**config.mk**
```make
export PLATFORM = sky130hd
export DESIGN_NAME = lcd_bus_arbiter
export DESIGN_NICKNAME = d
export VERILOG_FILES = /design/src/rtl/lcd_bus_arbiter.sv
export SDC_FILE = /design/constraint.sdc
export NUM_CORES = 1
export LEC_CHECK = 0
export BUFFER_PORTS_ARGS = -buffer_cell sky130_fd_sc_hd__buf_2
export CAP_MARGIN = 30
export CORE_UTILIZATION = 30
export CTS_CLUSTER_SIZE = 16
export DETAILED_ROUTE_END_ITERATION = 8
export SYNTH_ARGS = -nofsm -noshare
export SYNTH_HDL_FRONTEND = slang
export SYNTH_SLANG_ARGS = --single-unit
```
**constraint.sdc**
```tcl
create_clock -name clk -period 4.8 [get_ports clk]
set_clock_uncertainty 0.05 [all_clocks]
set_input_delay 0 -clock clk [delete_from_list [all_inputs] [get_ports clk]]
set_output_delay 0 -clock clk [all_outputs]
set_load 0.005 [all_outputs]
```
**src/rtl/lcd_bus_arbiter.sv**
```systemverilog
// Two-requester arbiter for a shared KS0108-style LCD bus: captures one command byte,
// generates setup/pulse/hold timing around LCD_en, and supports locked multi-byte bursts.
module lcd_bus_arbiter #(
  parameter int unsigned SETUP_CYC = 2,
  parameter int unsigned PULSE_CYC = 8,
  parameter int unsigned HOLD_CYC  = 2,
  parameter int unsigned FIXED_PRI = 0
) (
  input  logic       clk,
  input  logic       rst_n,
  input  logic       req0,
  input  logic       req1,
  input  logic       lock0,
  input  logic       lock1,
  input  logic [1:0] cs0,
  input  logic [1:0] cs1,
  input  logic       rw0,
  input  logic       rw1,
  input  logic       di0,
  input  logic       di1,
  input  logic [7:0] data0,
  input  logic [7:0] data1,
  output logic       ack0,
  output logic       ack1,
  output logic       gnt0,
  output logic       gnt1,
  output logic [1:0] LCD_cs,
  output logic       LCD_rw,
  output logic       LCD_di,
  output logic [7:0] LCD_data,
  output logic       LCD_en,
  output logic       busy
);

  typedef enum logic [1:0] {IDLE, SETUP, PULSE, HOLD} state_t;

  // Counter reload value: phase length minus one, with 0 treated as 1 and clamped to 255.
  function automatic logic [7:0] reload(input int unsigned n);
    if (n <= 1)        return 8'd0;
    else if (n > 255)  return 8'd254;
    else               return 8'(n - 1);
  endfunction

  localparam logic [7:0] SETUP_LD = reload(SETUP_CYC);
  localparam logic [7:0] PULSE_LD = reload(PULSE_CYC);
  localparam logic [7:0] HOLD_LD  = reload(HOLD_CYC);

  state_t     state_q, state_d;
  logic [7:0] cnt_q, cnt_d;
  logic       owner_q, owner_d;
  logic       locked_q, locked_d;
  logic       last_q, last_d;
  logic       en_q;
  logic       capture;
  logic       sel;

  always_comb begin
    state_d  = state_q;
    cnt_d    = cnt_q;
    owner_d  = owner_q;
    locked_d = locked_q;
    last_d   = last_q;
    capture  = 1'b0;
    sel      = owner_q;
    ack0     = 1'b0;
    ack1     = 1'b0;
    unique case (state_q)
      IDLE: begin
        if (locked_q) begin
          if (owner_q ? req1 : req0) begin
            capture = 1'b1;
            sel     = owner_q;
          end else if (!(owner_q ? lock1 : lock0)) begin
            locked_d = 1'b0;
            last_d   = owner_q;
          end
        end else if (req0 || req1) begin
          capture = 1'b1;
          if (req0 && req1) sel = (FIXED_PRI != 0) ? 1'b0 : ~last_q;
          else              sel = req1;
        end
        if (capture) begin
          state_d = SETUP;
          cnt_d   = SETUP_LD;
          owner_d = sel;
        end
      end
      SETUP: begin
        if (cnt_q == 8'd0) begin
          state_d = PULSE;
          cnt_d   = PULSE_LD;
        end else begin
          cnt_d = cnt_q - 8'd1;
        end
      end
      PULSE: begin
        if (cnt_q == 8'd0) begin
          state_d = HOLD;
          cnt_d   = HOLD_LD;
        end else begin
          cnt_d = cnt_q - 8'd1;
        end
      end
      HOLD: begin
        if (cnt_q == 8'd0) begin
          state_d = IDLE;
          cnt_d   = '0;
          ack0    = ~owner_q;
          ack1    = owner_q;
          if (owner_q ? lock1 : lock0) begin
            locked_d = 1'b1;
          end else begin
            locked_d = 1'b0;
            last_d   = owner_q;
          end
        end else begin
          cnt_d = cnt_q - 8'd1;
        end
      end
      default: state_d = IDLE;
    endcase
  end

  always_ff @(posedge clk or negedge rst_n) begin
    if (!rst_n) begin
      state_q  <= IDLE;
      cnt_q    <= '0;
      owner_q  <= 1'b0;
      locked_q <= 1'b0;
      last_q   <= 1'b1;
      en_q     <= 1'b0;
      LCD_cs   <= '0;
      LCD_rw   <= 1'b0;
      LCD_di   <= 1'b0;
      LCD_data <= '0;
    end else begin
      state_q  <= state_d;
      cnt_q    <= cnt_d;
      owner_q  <= owner_d;
      locked_q <= locked_d;
      last_q   <= last_d;
      // Strobe is registered from the next state so it is high exactly while in PULSE.
      en_q     <= (state_d == PULSE);
      if (capture) begin
        LCD_cs   <= sel ? cs1   : cs0;
        LCD_rw   <= sel ? rw1   : rw0;
        LCD_di   <= sel ? di1   : di0;
        LCD_data <= sel ? data1 : data0;
      end
    end
  end

  assign LCD_en = en_q;
  assign busy   = (state_q != IDLE);
  assign gnt0   = (busy || locked_q) && !owner_q;
  assign gnt1   = (busy || locked_q) &&  owner_q;

endmodule

```
After elaboration in Yosys (flattened, before gate mapping)
Cells that the tools add are included.
Operators by class
  reductions and logical operators: 13
  add/sub/neg operators: 1
  mux-type cells: 39
  equal/unequal tests: 8
  bitwise logic cells: 2
Operators with widths (number)
  8-bit two-way mux: 5
  8-bit one-hot mux with 4 select lines: 1
  1-bit two-way mux: 25
  2-bit two-way mux: 5
  8-bit logical NOT: 1
  2-bit inequality test (second input constant): 4
  2-bit one-hot mux with 4 select lines: 1
  8-bit by 1-bit subtractor with 8-bit output (second input constant): 1
  2-bit == test (second input constant): 3
  1-bit one-hot mux with 2 select lines: 2
  2-bit AND reduction: 2
  4-bit AND reduction: 1
  2-bit nonzero test: 2
  1-bit logical AND: 3
  2-bit by 1-bit == test with 1-bit output (second input constant): 1
  2-bit logical NOT: 1
  1-bit logical OR: 2
  1-bit inverter: 2
  1-bit logical NOT: 1
Storage, ports and cells
  output and inout bits: 18
  input bits: 30
  bits in registers: 26

Longest topological paths before layout
Gate-level depths: netlist of run 1.
  depth after elaboration: 7
  mapped depth: 7
  mapped depth without buffers: 6

Worst setup path after synthesis of run 1
OpenSTA, ideal clock, no wires.
  path type: flip-flop to flip-flop
  from: reg state_q[0]
  to: reg LCD_cs[0]
  path slack: 2.982 ns
  stages on the path, launching flop included: 8
  path buffers: 3
  library setup time: 0.126 ns
  arrival time: 1.642 ns
  clock period less this slack: 1.818 ns
  path through: dfrtp_1 > buf_6 > or4b_1 > a32o_1 > buf_6 > buf_12 > mux2i_1 > a21oi_1
On the way
  cells in the longest elaborated chain, start to end: 3
RTL lines
  from (decl): RTL line 48  | state_t state_q, state_d;
  from (signal assigned): RTL line 137  | state_q <= state_d;
  2-bit logical NOT (*): RTL line 67  | unique case (state_q)
  1-bit two-way mux: RTL line 67
  2-bit two-way mux: RTL line 145  | LCD_cs <= sel ? cs1 : cs0;
  to (signal assigned): RTL line 145
  to (decl): RTL line 27  | output logic [1:0] LCD_cs,
Mark *: on every way between the ends. The rest lies on a longest branch, timed or not.
A chain may end at the register's enable or synchronous reset.

Worst setup path after layout of run 1
  from: reg state_q[1]
  to: reg LCD_data[1]
On the way
  cells in the longest elaborated chain, start to end: 3
RTL lines
  2-bit logical NOT (*): RTL line 67
  1-bit two-way mux: RTL line 67
  8-bit two-way mux: RTL line 148  | LCD_data <= sel ? data1 : data0;
  to (signal assigned): RTL line 148
  to (decl): RTL line 30  | output logic [7:0] LCD_data,
Marked as above.

==> results of run 1 <==
[layout by cell type (no fill, tap or decap), types with 2 or more instances in the layout]
| cell type | netlist | final |
|---|---|---|
| buf_2 | 2 | 47 |
| inv_1 | 7 | 7 |
| a21oi_1 | 19 | 19 |
| clkbuf_8 | 0 | 3 |
| nand2b_1 | 3 | 3 |
| nor3_1 | 3 | 3 |
| nand3_1 | 3 | 3 |
| nand2_1 | 9 | 9 |
| a31oi_1 | 6 | 6 |
| dlygate4sd3_1 | 0 | 25 |
| a22o_1 | 2 | 2 |
| mux2_2 | 3 | 3 |
| ha_1 | 2 | 2 |
| o211ai_1 | 2 | 2 |
| nor2_1 | 23 | 23 |
| mux2i_1 | 13 | 13 |
| dfrtp_1 | 25 | 25 |
| o21ai_0 | 2 | 2 |
[worst max path at each step]
stage	startpoint	end	slack, ns
floorplan	state_q[0]	LCD_cs[0]	2.98
global placement	state_q[1]	LCD_di	2.74
detailed placement	state_q[1]	LCD_rw	2.69
CTS	state_q[1]	LCD_di	2.18
global route	state_q[1]	LCD_data[1]	1.89
finish	state_q[1]	LCD_data[1]	2.09
[kinds of logic after synthesis]
kind of cell / count (synthesis) / share of synthesized area
and+or+nand+nor: 50 / 0.171
AOI/OAI and AO/OA: 37 / 0.161
DFF: 26 / 0.465
muxes: 16 / 0.117
buffers and inverters: 13 / 0.0616
adders and majority gates: 2 / 0.0178
xor gates and xnor gates: 1 / 0.00625
[sequential cells by signal, summed over array words and instances, names as in the netlist]
signal	cells
LCD_cs	2
locked_q	1
LCD_data	8
cnt_q	8
LCD_rw	1
LCD_di	1
state_q	2
owner_q	1
last_q	1
LCD_en	1
[metal layers]
| layer | up-vias | track usage |
|---|---|---|
| li1 | 654 | - |
| met1 | 588 | 0.190 |
| met2 | 38 | 0.237 |
| met3 | 5 | 0.0317 |
| met4 | 0 | 0.0489 |
| met5 | - | 0 |
[cell type report]
type / count / area share
Sequential cell: 26 / 0.335
Tap cell: 52 / 0.0334
Inverter: 7 / 0.0135
Clock buffer: 4 / 0.0232
Multi-Input combinational cell: 106 / 0.341
Timing Repair Buffer: 73 / 0.253
[power by group]
part / switching (mW) / leakage [nW] / internal (mW)
registers: 0.0911 / 0.299 / 0.320
logic: 0.201 / 0.575 / 0.236
clock network: 0.0662 / 0.0228 / 0.0594
[tightest hold or removal path, stage by stage]
cell and delay (ns):
buf_2 0.07, mux2_2 0.16, nor3_1 0.04, nor3_1 0.13
[stage by stage]
stage,util,worst slack (ns),hold WS (ns)
2_1_floorplan,-,2.98,-0.346
3_3_place_gp,0.374,2.74,-0.0115
3_5_place_dp,0.374,2.69,-0.0174
4_1_cts,0.441,2.18,0.124
5_1_grt,0.441,1.89,0.171
6_report,0.441,2.09,0.140
[what timing repair did]
item | 4_1_cts | 5_1_grt
hold buffers | 25 | 0
endpoints found under the hold margin | 37 | 0
endpoints found under the setup margin | 0 | 0
setup buffers | 0 | 0
==> results.md, run 1 <==
* Status: complete, no violations
* Final instance area at 1950 um^2
* RR Endpoint: LCD_data[1]
* I/O pin cnt at 48
* Async SR Flop Fraction at 1.00
* Final cycle utilization of the critical path at 0.564
* Top Metal Used: met4
* Seq cells post-synth at 26
* Reg2Reg Depth at 5
* Seq/Total Area, Yosys at 0.465
* Final wirelength at 3270 um
* Mapped Avg Cell Area at 9.67 um^2
* Die area at 4950 um^2
* First-pass GRT wire length at 5820 um
* Detailed router's first-iteration violation count at 38
* Mapped Cells at 145
* Diodes inserted at 0
* Crit-path max FO at 13
* Remaining global-route overflow at 0
* Core area at 4410 um^2
* Layout area overhead at 38.7%
* Reg2reg start: state_q[1]
* Initial Util at 0.318
* Leak pwr at 0.897 nW
* CTS Buf Count at 3
* Initial antenna violation count at 0
* Hold crit path type: input pin to flop
* Worst Setup Start Kind: flop
* Root buffer cell: clkbuf_8
* CTS tree: built
* Clock Path Buffers at 2
* Area of the multi-input gates at 664 um^2
* Pins Over Slew Limit at 0
* I/O Buffers at 47
* Worst Hold Depth at 4
* Fill cell count at 410
* Finished Layout Cells at 268
* Design Power at 974 uW
* Critical path depth in cells at 5
* Unrepaired setup endpoints after global routing: false
* Slew @ Worst Pin at 0.756 ns
* WL met2 at 1480 um
* Slew HR at 0.496
* Final GP Congestion at 0.778
* Most common cell in the synthesized netlist: dfrtp_1
* Post-synth top cells: dfrtp_1, nor2_1, a21oi_1, mux2i_1, nand2_1
* Crit path max-delay family: compound AO/OA/AOI/OAI gates
* Nets at 249
* Total GRT Usage at 0.145
* Largest net degree at the start of global routing at 27
* Cell taking the most area after synthesis: dfrtp_1
* R2R Setup Slk at 2.09 ns
* Setup TNS at 0 ns
* Die Span X at 70.4 um
* Drt first pass iters at 4
* Synth warnings at 0
* Worst vdd ir at 0.000251 V
* Post-synth top area share at 0.446
* Met3 wire len at 171 um
* Chip height at 70.4 um
* Mapped Nets at 177
* # rows at 24
* Hold endpoint: locked_q
* Area after DPL at 1650 um^2
* Placed insts at 239
* Crit path required time at 4.89 ns
* Number of synthesized flops with an enable pin at 0
* DRC violation count after routing at 0
* Number of global-route vias before repair at 1,276
* Worst path max stage delay at 0.73 ns
* Critical path buffers and inverters at 1
* DR vias at 1,285
* Skew-Pair Late Insertion Delay at 0.27 ns
* Post-layout min period at 2.71 ns
* Register area at 652 um^2
* Clk slew on worst S/H paths at 0.08 ns
* Post-CTS Resized at 0
* Post-DP HPWL at 2070 um
* Pwr Density at 500 nW/um^2
* Vias per cell at 4.79
* Final Setup Violations at 0
* Share of post-route cells with drive strength above 1 at 0.269
* Worst path cell trace: nor3_1, a32o_1, mux2i_1, dlygate4sd3_1, a21oi_1
* CP Capture Type: flop
* Fin. Hold Viols at 0
* ANT nets after route at 0
* Largest cells by area after synthesis: dfrtp_1, mux2i_1, a21oi_1
* Slowest-stage cell, CP: a32o_1
* Metal1 wirelength at 1570 um
* Netlist Area Pre-Place at 1400 um^2
* Routed wire per std cell at 12.2 um
* Count of cell types in the netlist at 36
* Post-synth top flop: dfrtp_1
* Clock sinks at 26
* H-tree depth at 1
* Worst Hold Launch: lock0
* WP data arrival at 2.80 ns
* Critical path class: flop to flop
* Max Cap Viol at 0
* Fmax at 370 MHz
(Power assumes the default switching activity.)
==> run 2: changes to the inputs <==
clock period = 2.65 ns   (was 4.8 ns; I/O delays follow)
==> run 2 against run 1 <==
Net effect: core utilization rose by 0.60 points; final area up 1.4%; clock-buffer cell count shrank 1; sequential share of layout area is 0.45 points lower; largest power group is now sequential cells; global-route usage rose by 0.72 points.
==> results.md, run 2 (synthesis gave the netlist of run 1 again) <==
* Status: complete, no violations
* Skew-Pair Late Insertion Delay at 0.27 ns
* Slew HR at 0.452
* Largest net degree at the start of global routing at 27
* Crit path required time at 2.76 ns
* Slowest-stage cell, CP: a32o_1
* WP data arrival at 2.28 ns
* Share of post-route cells with drive strength above 1 at 0.273
* Final wirelength at 3480 um
* Max Cap Viol at 0
* Most frequent cells in the layout: buf_2, dfrtp_1, dlygate4sd3_1
* DR vias at 1,329
* I/O pin cnt at 48
* Chip height at 70.4 um
* Final worst slack at 0.474 ns
* Number of global-route vias before repair at 1,329
* Pint at 1.16 mW
* I/O Buffers at 47
* Pre-CTS setup slack at 0.495 ns
* Post-layout min period at 2.18 ns
* CTS Buf Count at 3
* Clock network power share at 0.185
* Placed insts at 239
* DRC violation count after routing at 0
* Largest regs: LCD_data: 8 flops, cnt_q: 8 flops
* Routed wire per std cell at 13.0 um
* Initial Util at 0.318
* Final GP Congestion at 0.739
* Sequential Power Share at 0.412
* NetSw at 655 uW
* Design Power at 1.81 mW
* CP Capture Type: flop
* Drt first pass iters at 4
* Diodes inserted at 0
* Most common cell after layout, fill and taps aside: buf_2
* Total GRT Usage at 0.153
* Setup TNS at 0 ns
* Hold_buf cts at 25
* Post-DP HPWL at 2220 um
* Worst vdd ir at 0.000458 V
* Final Setup Violations at 0
* First-pass GRT wire length at 6020 um
* Critical path class: flop to flop
* Die area at 4950 um^2
* Pwr Density at 918 nW/um^2
* Fmax at 459 MHz
* Pins Over Slew Limit at 0
* Worst path max stage delay at 0.77 ns
* Post-CTS Resized at 0
* Remaining global-route overflow at 0
* Root buffer cell: clkbuf_8
* Clock sinks at 26
* Clk slew on worst S/H paths at 0.10 ns
* Initial antenna violation count at 0
* CTS tree: built
* Vias per cell at 4.96
* Die Span X at 70.4 um
* Switching Fraction at 0.362
* Clock Path Buffers at 2
* Hold crit path type: input pin to flop
* Finished Layout Cells at 268
* Worst path cell trace: nor3_1, a32o_1, mux2i_1, a21oi_1
* Final cycle utilization of the critical path at 0.821
* Layout area overhead at 40.6%
* Buffers inserted by post-CTS timing repair at 0
* # rows at 24
* Gate power share at 0.403
* Detailed router's first-iteration violation count at 59
* Fin. Hold Viols at 0
* Nets at 249
* ANT nets after route at 0
* Crit-path max FO at 13
* Core area at 4410 um^2
* H-tree depth at 1
* Leak pwr at 0.910 nW
* Unrepaired setup endpoints after global routing: false
* Slew @ Worst Pin at 0.822 ns
* Worst Setup Start Kind: flop
## run 2: cell count changes in the layout (fill, tap and decap cells not counted), sizes merged
cell	previous run	this run
clkbuf	4	3
bufinv	0	1
## run 2: routing by layer
metal	global-route usage	part of all wire	vias to the layer above	wire [um]
li1	-	-	658	-
met1	0.185	0.44	633	1550
met2	0.266	0.49	34	1720
met3	0.0404	0.051	4	177
met4	0.0400	0.0098	0	34
met5	0	0	-	0
## run 2: metrics by stage
stage          hold slack [ns]  cell area (um^2)   util
2_1_floorplan           -0.346              1400      -
3_3_place_gp          -0.00889              1650  0.374
3_5_place_dp           -0.0149              1650  0.374
4_1_cts                  0.160              1970  0.447
5_1_grt                  0.197              1970  0.447
6_report                 0.142              1970  0.447
## run 2: final timing paths
| check | to | from | slack, ns | cells after the start |
|---|---|---|---|---|
| min reg2reg | cnt_q[6] | cnt_q[6] | 0.48 | 1 |
| max reg2reg | LCD_data[0] | state_q[1] | 0.47 | 4 |
| max | LCD_data[0] | state_q[1] | 0.47 | 4 |
| max in group asynchronous | LCD_rw | rst_n | 1.98 | 2 |
| min | locked_q | lock0 | 0.14 | 4 |
| min in group asynchronous | cnt_q[5] | rst_n | 0.20 | 2 |
## run 2: final cells by class
type	count	area (um^2)
fill	405	2440
multi-input combinational	106	664
sequential	26	652
timing repair buffer	73	493
tap	52	65.1
clock buffer	3	41.3
clock inverter	1	30.0
inverter	7	26.3
## run 2: worst max-delay path: cells and delay by family, from the launching register on
family / cells / cell delay, ns
AND/OR/NAND/NOR: 1 / 0.35
AO/OA/AOI/OAI: 2 / 0.86
multiplexers: 1 / 0.29
flip-flops: 1 / 0.51
## run 2: power groups by stage
stage | logic, mW | clock network [mW] | registers, mW
6_report | 0.729 | 0.335 | 0.746
3_3_place_gp | 0.689 | 0 | 0.749
5_1_grt | 0.824 | 0.355 | 0.783
3_5_place_dp | 0.706 | 0 | 0.748
2_1_floorplan | 0.550 | 0 | 0.712
4_1_cts | 0.734 | 0.343 | 0.745
